<file path="src/rtl/uart_rx_wb_if.sv">
// Wishbone classic write-only link between the UART receiver (controller) and a downstream device.
interface uart_rx_wb_if;
  logic       cyc;
  logic       stb;
  logic       we;
  logic [7:0] dat;
  logic       ack;

  modport master (output cyc, stb, we, dat, input ack);
  modport slave  (input cyc, stb, we, dat, output ack);
endinterface

</file>
<file path="src/rtl/uart_rx_wb.sv">
// 8N1 UART receiver with a small byte FIFO; each received byte is delivered
// downstream as one Wishbone classic single write cycle.
module uart_rx_wb #(
  parameter int unsigned CLKS_PER_BIT = 868,
  parameter int unsigned FIFO_DEPTH   = 4
) (
  input  logic               clk_i,
  input  logic               rst_ni,
  input  logic               uart_rx,
  uart_rx_wb_if.master       wb,
  output logic               frame_err_o,
  output logic               overrun_o,
  output logic               rx_busy_o
);

  localparam int unsigned CW = $clog2(CLKS_PER_BIT);
  localparam int unsigned AW = $clog2(FIFO_DEPTH);
  localparam logic [CW-1:0] HALF = CW'(CLKS_PER_BIT / 2);
  localparam logic [CW-1:0] LAST = CW'(CLKS_PER_BIT - 1);

  typedef enum logic [2:0] {
    RX_IDLE,
    RX_START,
    RX_DATA,
    RX_STOP,
    RX_BREAK
  } rx_state_t;

  typedef enum logic {
    WB_IDLE,
    WB_WRITE
  } wb_state_t;

  rx_state_t       rx_state;
  wb_state_t       wb_state;
  logic            rx_q1;
  logic            rx_s;
  logic            rx_prev;
  logic [CW-1:0]   cnt;
  logic [2:0]      bit_idx;
  logic [7:0]      shreg;
  logic            push_pend;
  logic [7:0]      push_byte;
  logic [7:0]      mem [FIFO_DEPTH];
  logic [AW:0]     wr_ptr;
  logic [AW:0]     rd_ptr;
  logic            empty_c;
  logic            full_c;
  logic            pop_c;
  logic            push_ok_c;

  // Two-flop synchroniser plus one delayed copy for falling-edge detection; idle-high preset.
  always_ff @(posedge clk_i or negedge rst_ni) begin
    if (!rst_ni) begin
      rx_q1   <= 1'b1;
      rx_s    <= 1'b1;
      rx_prev <= 1'b1;
    end else begin
      rx_q1   <= uart_rx;
      rx_s    <= rx_q1;
      rx_prev <= rx_s;
    end
  end

  // Receiver: after the start-bit mid-point the counter restarts, so every wrap lands mid-bit.
  always_ff @(posedge clk_i or negedge rst_ni) begin
    if (!rst_ni) begin
      rx_state    <= RX_IDLE;
      cnt         <= '0;
      bit_idx     <= '0;
      shreg       <= '0;
      push_pend   <= 1'b0;
      push_byte   <= '0;
      rx_busy_o   <= 1'b0;
      frame_err_o <= 1'b0;
    end else begin
      frame_err_o <= 1'b0;
      push_pend   <= 1'b0;
      cnt         <= (cnt == LAST) ? '0 : cnt + CW'(1);
      case (rx_state)
        RX_IDLE: begin
          if (rx_prev && !rx_s) begin
            cnt       <= '0;
            rx_state  <= RX_START;
            rx_busy_o <= 1'b1;
          end
        end
        RX_START: begin
          if (cnt == HALF) begin
            if (rx_s) begin
              rx_state  <= RX_IDLE;
              rx_busy_o <= 1'b0;
            end else begin
              cnt      <= '0;
              bit_idx  <= '0;
              rx_state <= RX_DATA;
            end
          end
        end
        RX_DATA: begin
          if (cnt == LAST) begin
            shreg   <= {rx_s, shreg[7:1]};
            bit_idx <= bit_idx + 3'd1;
            if (bit_idx == 3'd7) rx_state <= RX_STOP;
          end
        end
        RX_STOP: begin
          if (cnt == LAST) begin
            if (rx_s) begin
              push_pend <= 1'b1;
              push_byte <= shreg;
              rx_state  <= RX_IDLE;
              rx_busy_o <= 1'b0;
            end else begin
              frame_err_o <= 1'b1;
              rx_state    <= RX_BREAK;
            end
          end
        end
        RX_BREAK: begin
          // A held-low line must return high before another start bit is accepted.
          if (rx_s) begin
            rx_state  <= RX_IDLE;
            rx_busy_o <= 1'b0;
          end
        end
        default: begin
          rx_state  <= RX_IDLE;
          rx_busy_o <= 1'b0;
        end
      endcase
    end
  end

  assign empty_c   = (wr_ptr == rd_ptr);
  assign full_c    = (wr_ptr[AW-1:0] == rd_ptr[AW-1:0]) && (wr_ptr[AW] != rd_ptr[AW]);
  assign pop_c     = (wb_state == WB_WRITE) && wb.ack;
  assign push_ok_c = push_pend && (!full_c || pop_c);

  // FIFO storage; a pop in the same cycle frees the slot a full-FIFO push lands in.
  always_ff @(posedge clk_i) begin
    if (push_ok_c) mem[wr_ptr[AW-1:0]] <= push_byte;
  end

  // FIFO pointers and the Wishbone controller.
  always_ff @(posedge clk_i or negedge rst_ni) begin
    if (!rst_ni) begin
      wr_ptr    <= '0;
      rd_ptr    <= '0;
      wb_state  <= WB_IDLE;
      wb.cyc    <= 1'b0;
      wb.stb    <= 1'b0;
      wb.we     <= 1'b0;
      wb.dat    <= '0;
      overrun_o <= 1'b0;
    end else begin
      overrun_o <= push_pend && full_c && !pop_c;
      if (push_ok_c) wr_ptr <= wr_ptr + (AW+1)'(1);
      if (pop_c)     rd_ptr <= rd_ptr + (AW+1)'(1);
      case (wb_state)
        WB_IDLE: begin
          if (!empty_c) begin
            wb.cyc   <= 1'b1;
            wb.stb   <= 1'b1;
            wb.we    <= 1'b1;
            wb.dat   <= mem[rd_ptr[AW-1:0]];
            wb_state <= WB_WRITE;
          end
        end
        WB_WRITE: begin
          if (wb.ack) begin
            wb.cyc   <= 1'b0;
            wb.stb   <= 1'b0;
            wb.we    <= 1'b0;
            wb_state <= WB_IDLE;
          end
        end
        default: wb_state <= WB_IDLE;
      endcase
    end
  end

endmodule
</file>
<file path="src/flat_wrapper.sv">
// flat-port wrapper written by rule: the top's interface ports become plain ports
module uart_rx_wb_flat 
#(
  parameter int unsigned CLKS_PER_BIT = 868,
  parameter int unsigned FIFO_DEPTH   = 4
)
  (clk_i, rst_ni, uart_rx, frame_err_o, overrun_o, rx_busy_o, wb_cyc, wb_stb, wb_we, wb_dat, wb_ack);
  uart_rx_wb_if wb_i ();
  input  logic clk_i;
  input  logic rst_ni;
  input  logic uart_rx;
  output logic frame_err_o;
  output logic overrun_o;
  output logic rx_busy_o;
  output wire logic [$bits(wb_i.cyc)-1:0] wb_cyc;
  output wire logic [$bits(wb_i.stb)-1:0] wb_stb;
  output wire logic [$bits(wb_i.we)-1:0] wb_we;
  output wire logic [$bits(wb_i.dat)-1:0] wb_dat;
  input wire logic [$bits(wb_i.ack)-1:0] wb_ack;
  assign wb_cyc = wb_i.cyc;
  assign wb_stb = wb_i.stb;
  assign wb_we = wb_i.we;
  assign wb_dat = wb_i.dat;
  assign wb_i.ack = wb_ack;
  uart_rx_wb #(.CLKS_PER_BIT(CLKS_PER_BIT), .FIFO_DEPTH(FIFO_DEPTH)) u_core (.clk_i(clk_i), .rst_ni(rst_ni), .uart_rx(uart_rx), .wb(wb_i), .frame_err_o(frame_err_o), .overrun_o(overrun_o), .rx_busy_o(rx_busy_o));
endmodule
</file>
<file path="config.mk">
export PLATFORM = sky130hd
export DESIGN_NAME = uart_rx_wb_flat
export DESIGN_NICKNAME = d
export VERILOG_FILES = /design/src/rtl/uart_rx_wb_if.sv /design/src/rtl/uart_rx_wb.sv /design/src/flat_wrapper.sv
export SDC_FILE = /design/constraint.sdc
export NUM_CORES = 1
export LEC_CHECK = 0
export ABC_AREA = 1
export BUFFER_PORTS_ARGS = -buffer_cell sky130_fd_sc_hd__buf_2
export CAP_MARGIN = 20
export CORE_MARGIN = 1.5
export CORE_UTILIZATION = 60
export CTS_CLUSTER_SIZE = 12
export DETAILED_ROUTE_END_ITERATION = 8
export GPL_TIMING_DRIVEN = 0
export HOLD_SLACK_MARGIN = 0.15
export PLACE_DENSITY = 0.78
export SYNTH_ARGS = -nofsm -noshare
export SYNTH_HDL_FRONTEND = slang
export SYNTH_SLANG_ARGS = --single-unit
</file>
<file path="constraint.sdc">
create_clock -name clk_i -period 2.5 [get_ports clk_i]
set_input_delay 0.25 -clock clk_i [delete_from_list [all_inputs] [get_ports clk_i]]
set_output_delay 0.25 -clock clk_i [all_outputs]
set_load 0.005 [all_outputs]
</file>
After elaboration in Yosys (flattened, before gate mapping)
Memory sizes are Yosys's and may differ from the RTL's. A register that Yosys moved wholly into a read port is not among the register bits.
Index checks and enable logic that the tools add are counted.
{"block": "word_totals", "reg_bits": 47, "ram_bits": 32, "word_cells": 100, "mem_count": 1}
{"block": "op_classes", "n_addsub": 4, "n_eq_ne": 19, "muxes": 37, "bitwise": 3, "reduce_logical": 20}
{"memory": "u_core.mem", "words": 4, "width": 8, "read_ports": 1, "rd_clocked_by_memory_dff": 1, "write_ports": 1, "line_no": "uart_rx_wb.sv:44", "source": "logic [7:0] mem [FIFO_DEPTH];"}
{"op": "two-way mux 10 bit", "n": 4}
{"op": "two-way mux 3 bit", "n": 10}
{"op": "one-hot mux 10 bit (2 select lines)", "n": 1}
{"op": "two-way mux 1 bit", "n": 16}
{"op": "one-hot mux 3 bit (5 select lines)", "n": 1}
{"op": "inequality test 2 x 1 -> 1 bit, second input constant", "n": 6}
{"op": "adder 10 x 1 -> 10 bit, second input constant", "n": 1}
{"op": "== test 10 bit, second input constant", "n": 1}
{"op": "== test 10 x 9 -> 1 bit, second input constant", "n": 1}
{"op": "adder 3 x 1 -> 3 bit, second input constant", "n": 3}
{"op": "AND reduction 4 bit", "n": 2}
{"op": "== test 3 x 2 -> 1 bit, second input constant", "n": 2}
{"op": "== test 3 bit, second input constant", "n": 2}
{"op": "logical AND 1 bit", "n": 6}
{"op": "inequality test 2 bit, second input constant", "n": 3}
{"op": "one-hot mux 3 bit (2 select lines)", "n": 1}
{"op": "AND reduction 2 bit", "n": 3}
{"op": "AND reduction 6 bit", "n": 1}
{"op": "one-hot mux 1 bit (5 select lines)", "n": 1}
{"op": "zero test 1 bit", "n": 4}
{"op": "one-hot mux 1 bit (2 select lines)", "n": 2}
{"op": "== test 3 x 1 -> 1 bit, second input constant", "n": 1}
{"op": "== test 3 bit", "n": 1}
{"op": "zero test 3 bit", "n": 1}
{"op": "7 further kinds", "n": 9}

Depth between registers and ports, before layout
{"block": "logic_depth", "ltp_word": 7, "ltp_mapped": 10, "ltp_nobuf": 10}

Worst setup path before layout
Ideal clock, no wire load.
{"block": "synth_path", "kind": "register -> register", "start": "register u_core.rd_ptr[1]", "end": "memory u_core.mem[0][0], enable pin", "setup_ns": 0.371, "arrival_time_ns": 1.408, "t_required_ns": 2.129, "slack_ns": 0.721, "stages_incl_launch_ff": 8, "path_buffers": 1, "synth_period_minus_slack_ns": 1.779, "cell_sequence": "dfrtp_1 clkbuf_1 inv_2 nand2_1 a22oi_2 nand2_1 nand2_2 nor2_1"}
{"block": "synth_via", "elab_chain_len": 7}
{"element": "start: declaration", "line_no": "uart_rx_wb.sv:46", "source": "logic [AW:0] rd_ptr;"}
{"element": "start signal: assignment", "line_no": "uart_rx_wb.sv:159", "source": "if (pop_c) rd_ptr <= rd_ptr + (AW+1)'(1);"}
{"element": "== test 2 bit", "line_no": "uart_rx_wb.sv:136", "source": "assign full_c = (wr_ptr[AW-1:0] == rd_ptr[AW-1:0]) && (wr_ptr[AW] != rd_ptr[AW]);"}
{"element": "logical AND 1 bit", "line_no": "uart_rx_wb.sv:136"}
{"element": "zero test 1 bit", "line_no": "uart_rx_wb.sv:138", "source": "assign push_ok_c = push_pend && (!full_c || pop_c);"}
{"element": "logical OR 1 bit", "line_no": "uart_rx_wb.sv:138"}
{"element": "logical AND 1 bit", "line_no": "uart_rx_wb.sv:138"}
{"element": "two-way mux 1 bit", "line_no": "uart_rx_wb.sv:142", "source": "if (push_ok_c) mem[wr_ptr[AW-1:0]] <= push_byte;"}
{"element": "two-way mux 1 bit (implied by the code)", "line_no": "uart_rx_wb.sv:142"}
{"element": "end: declaration", "line_no": "uart_rx_wb.sv:44"}
No other way between the ends.

Final worst setup path
{"block": "layout_path", "start": "register u_core.rd_ptr[1]", "end": "memory u_core.mem[3][7], enable pin"}
Same word-level chain as after synthesis.

==> flow_summary.yaml <==
run_status:
  status: "complete, no violations"
min_path:
  hold_class: "in2async"
route:
  drt_iter0_markers: 206
  wl_met3_um: 260
  ant_nets: 0
  drt-met1-wl_um: 2990
  maxUsedRoutingLayer: "met4"
  avgViaCountPerCell: 5.33
  wire_per_inst_um: 13.7
  drc: 0
  firstDrtPassIters: 4
  route.vias.total: 2567
  route.met2.wl_um: 3220
  wl_um: 6580
yosys:
  syn-num-nets: 383
  async_flop_share: 0.632
  synth_top_area_share: 0.349
  synth_area_leader_cell: "dfrtp_1"
  synth_xor_area_frac: 0.0164
  syn_area_mm2: 0.00373
  syn_inst: 370
  synth_adder_area_share: 0.0302
  synth_top_family_by_area: "simple AND/OR/NAND/NOR gates"
  synth.distinct_cells: 33
  yosys-top-cells-count: "72 x nand2_1, 54 x nor2_1, 52 x dfrtp_1"
  synth_mux_area_frac: 0
  yosys_warnings: 0
  yosysSeqAreaShare: 0.627
  synth_edf_count: 32
  yosysMostFrequentCell: "nand2_1"
  synth-simple-area-share: 0.194
  ys.flop_type: "dfrtp_1"
  synth_compound_area_frac: 0.0781
  ys_seq_elements: 87
  synthTopCellsByArea: "dfrtp_1 35%, edfxtp_1 26%, nand2_1 7.2%"
  syn_area_per_cell_um2: 10.1
sta:
  whs_ns: 0.314
  period_needed_ns: 2.43
  finalClockSkew_ns: 0.00681
  tightest_slew_ns: 0.814
  rsz0062_at_grt: "yes"
  max_freq_mhz: 411
  drv_slew: 0
  hold_viol_final: 0
  fin_crit_sh: 0.972
  setup_viol_count_final: 0
  max-slew-margin-rel: 0.455
critical_path:
  cp_max_fo: 10
  arrival_ns: 2.42
  cp-start-kind: "flip-flop"
  path_cells: "clkbuf_1 -> inv_2 -> nand2_1 -> a22oi_2 -> nand2_1 -> nand2_2 -> nor2_1"
  crit_family: "simple AND/OR/NAND/NOR gates"
  critPathKind: "reg2reg"
  endpoint_kind: "flip-flop"
  crit_path_max_incr_delay_ns: 0.65
  worstPathBufferInverterCount: 2
  required_ns: 2.49
  path_common_cell: "nand2_1"
  cp_slowest_cell: "nor2_1"
cts:
  cts_inserted_buffers: 9
  htreeDepth: 3
  cts.sinks: 87
  cts-root-buf: "clkbuf_8"
  tritoncts: "done"
  cts_buffer_depth: 2
  clock_latency_ns: 0.36
  clkSlewWorstSetupHoldPaths_ns: 0.09
  cts_resized: 0
place:
  dpl_cell_area_mm2: 0.00393
  io_buffers: 17
  dp.cells: 463
  gp_routability_congestion: 0.914
  hpwl_um: 4600
die:
  core-area_mm2: 0.00596
  die_y_um: 81.9
  die_x_um: 81.9
  io_pins: 18
  rows: 28
  initial_core_util: 0.627
  die_area_mm2: 0.00671
layout:
  finalNetCount: 415
  layoutNonFillerInstCount: 482
  antenna-diode-count: 0
  drive_gt1_frac: 0.147
  syn2layout_area_growth_pct: 11.4
  fin_area_mm2: 0.00416
power_and_ir_drop:
  peakVddDrop_v: 0.000567
  power_density_mw_per_mm2: 920
  p_leak_uw: 0.00198
grt:
  grt_first_pass_wirelength_um: 10800
  grt_usage: 0.217
  grt_pass1_vias: 2387
  antenna_found_initial: 0
  grt-ovfl-total: 0
  grt_max_degree: 43
flow_run:
  drv_cap: 0
[state kept, by name (all words and copies together) (netlist names), 3 cells and up]
register / count
u_core.push_byte: 8
u_core.bit_idx: 3
u_core.cnt: 10
u_core.rx_state: 3
u_core.wr_ptr: 3
u_core.rd_ptr: 3
u_core.shreg: 8
u_core.mem: 32
u_core.wb.dat: 8
[final cells by class]
class / instances / area (um2)
repair buffers: 21 / 135
multi-input cells: 235 / 1190
well taps: 75 / 93.8
inverters: 40 / 150
clock buffers: 10 / 128
plain buffers: 8 / 51.3
flip-flops and latches: 87 / 2340
fillers: 450 / 1800
clock inverters: 6 / 70.1
[final timing paths]
path                                  start          endpoint  slack, ns  cells after the start
setup reg to reg           u_core.rd_ptr[1]  u_core.mem[3][7]       0.07                      7
min in group clk_i             u_core.rx_q1       u_core.rx_s       0.36                      0
hold / removal                       rst_ni  u_core.wb.dat[6]       0.31                      2
max in group asynchronous            rst_ni       u_core.rx_s       1.60                      3
setup / recovery           u_core.rd_ptr[1]  u_core.mem[3][7]       0.07                      7
hold reg to reg                u_core.rx_q1       u_core.rx_s       0.36                      0
[cell usage in the layout (no fill, tap or decap), types with 4 or more instances in the layout]
cell type	instances
nor2_1	54
nand2_1	72
nand3_1	18
a21oi_1	16
inv_1	34
o22ai_1	8
nor3_1	9
inv_2	5
o21ai_0	22
edfxtp_1	32
xor2_1	4
buf_2	19
ha_1	9
clkbuf_8	9
dfrtp_1	52
[worst reg2reg max path, delay by kind of cell, from the launching register on]
family	cells	cell delay [ns]
compound gates	1	0.09
buf+inv	2	0.58
flops	1	0.37
simple gates	4	1.04
[metrics by stage]
step                       util  setup WS, ns  setup TNS, ns  power, uW
after floorplan               -         0.721              0       2560
after global placement    0.657         0.110              0       2840
after detailed placement  0.660        0.0725              0       2890
after CTS                 0.699        0.0618              0       3850
after global routing      0.699       -0.0730          -1.59       4080
final                     0.699        0.0688              0       3830
[power by group]
part	total (uW)	internal [uW]	switching, uW
logic	1110	405	700
registers	1750	1630	121
clock network	972	467	505
[timing repair]
action                                  4_1_cts  5_1_grt
hold endpoints to repair                     54        0
hold buffers                                  3        0
endpoints found under the setup margin        0       32
buffers inserted                              0        0
[kinds of logic after synthesis]
family / after synthesis
DFF: 87
buffers and inverters: 48
AOI/OAI and AO/OA: 52
xor gates and xnor gates: 7
and+or+nand+nor: 167
adders and majority gates: 9
[per-layer routing]
metal,track usage,up-vias
met2,0.361,64
met3,0.0478,10
met1,0.272,1217
li1,-,1276
met5,0,-
met4,0.0949,0
Note: power is estimated with default switching activity, not from simulation.
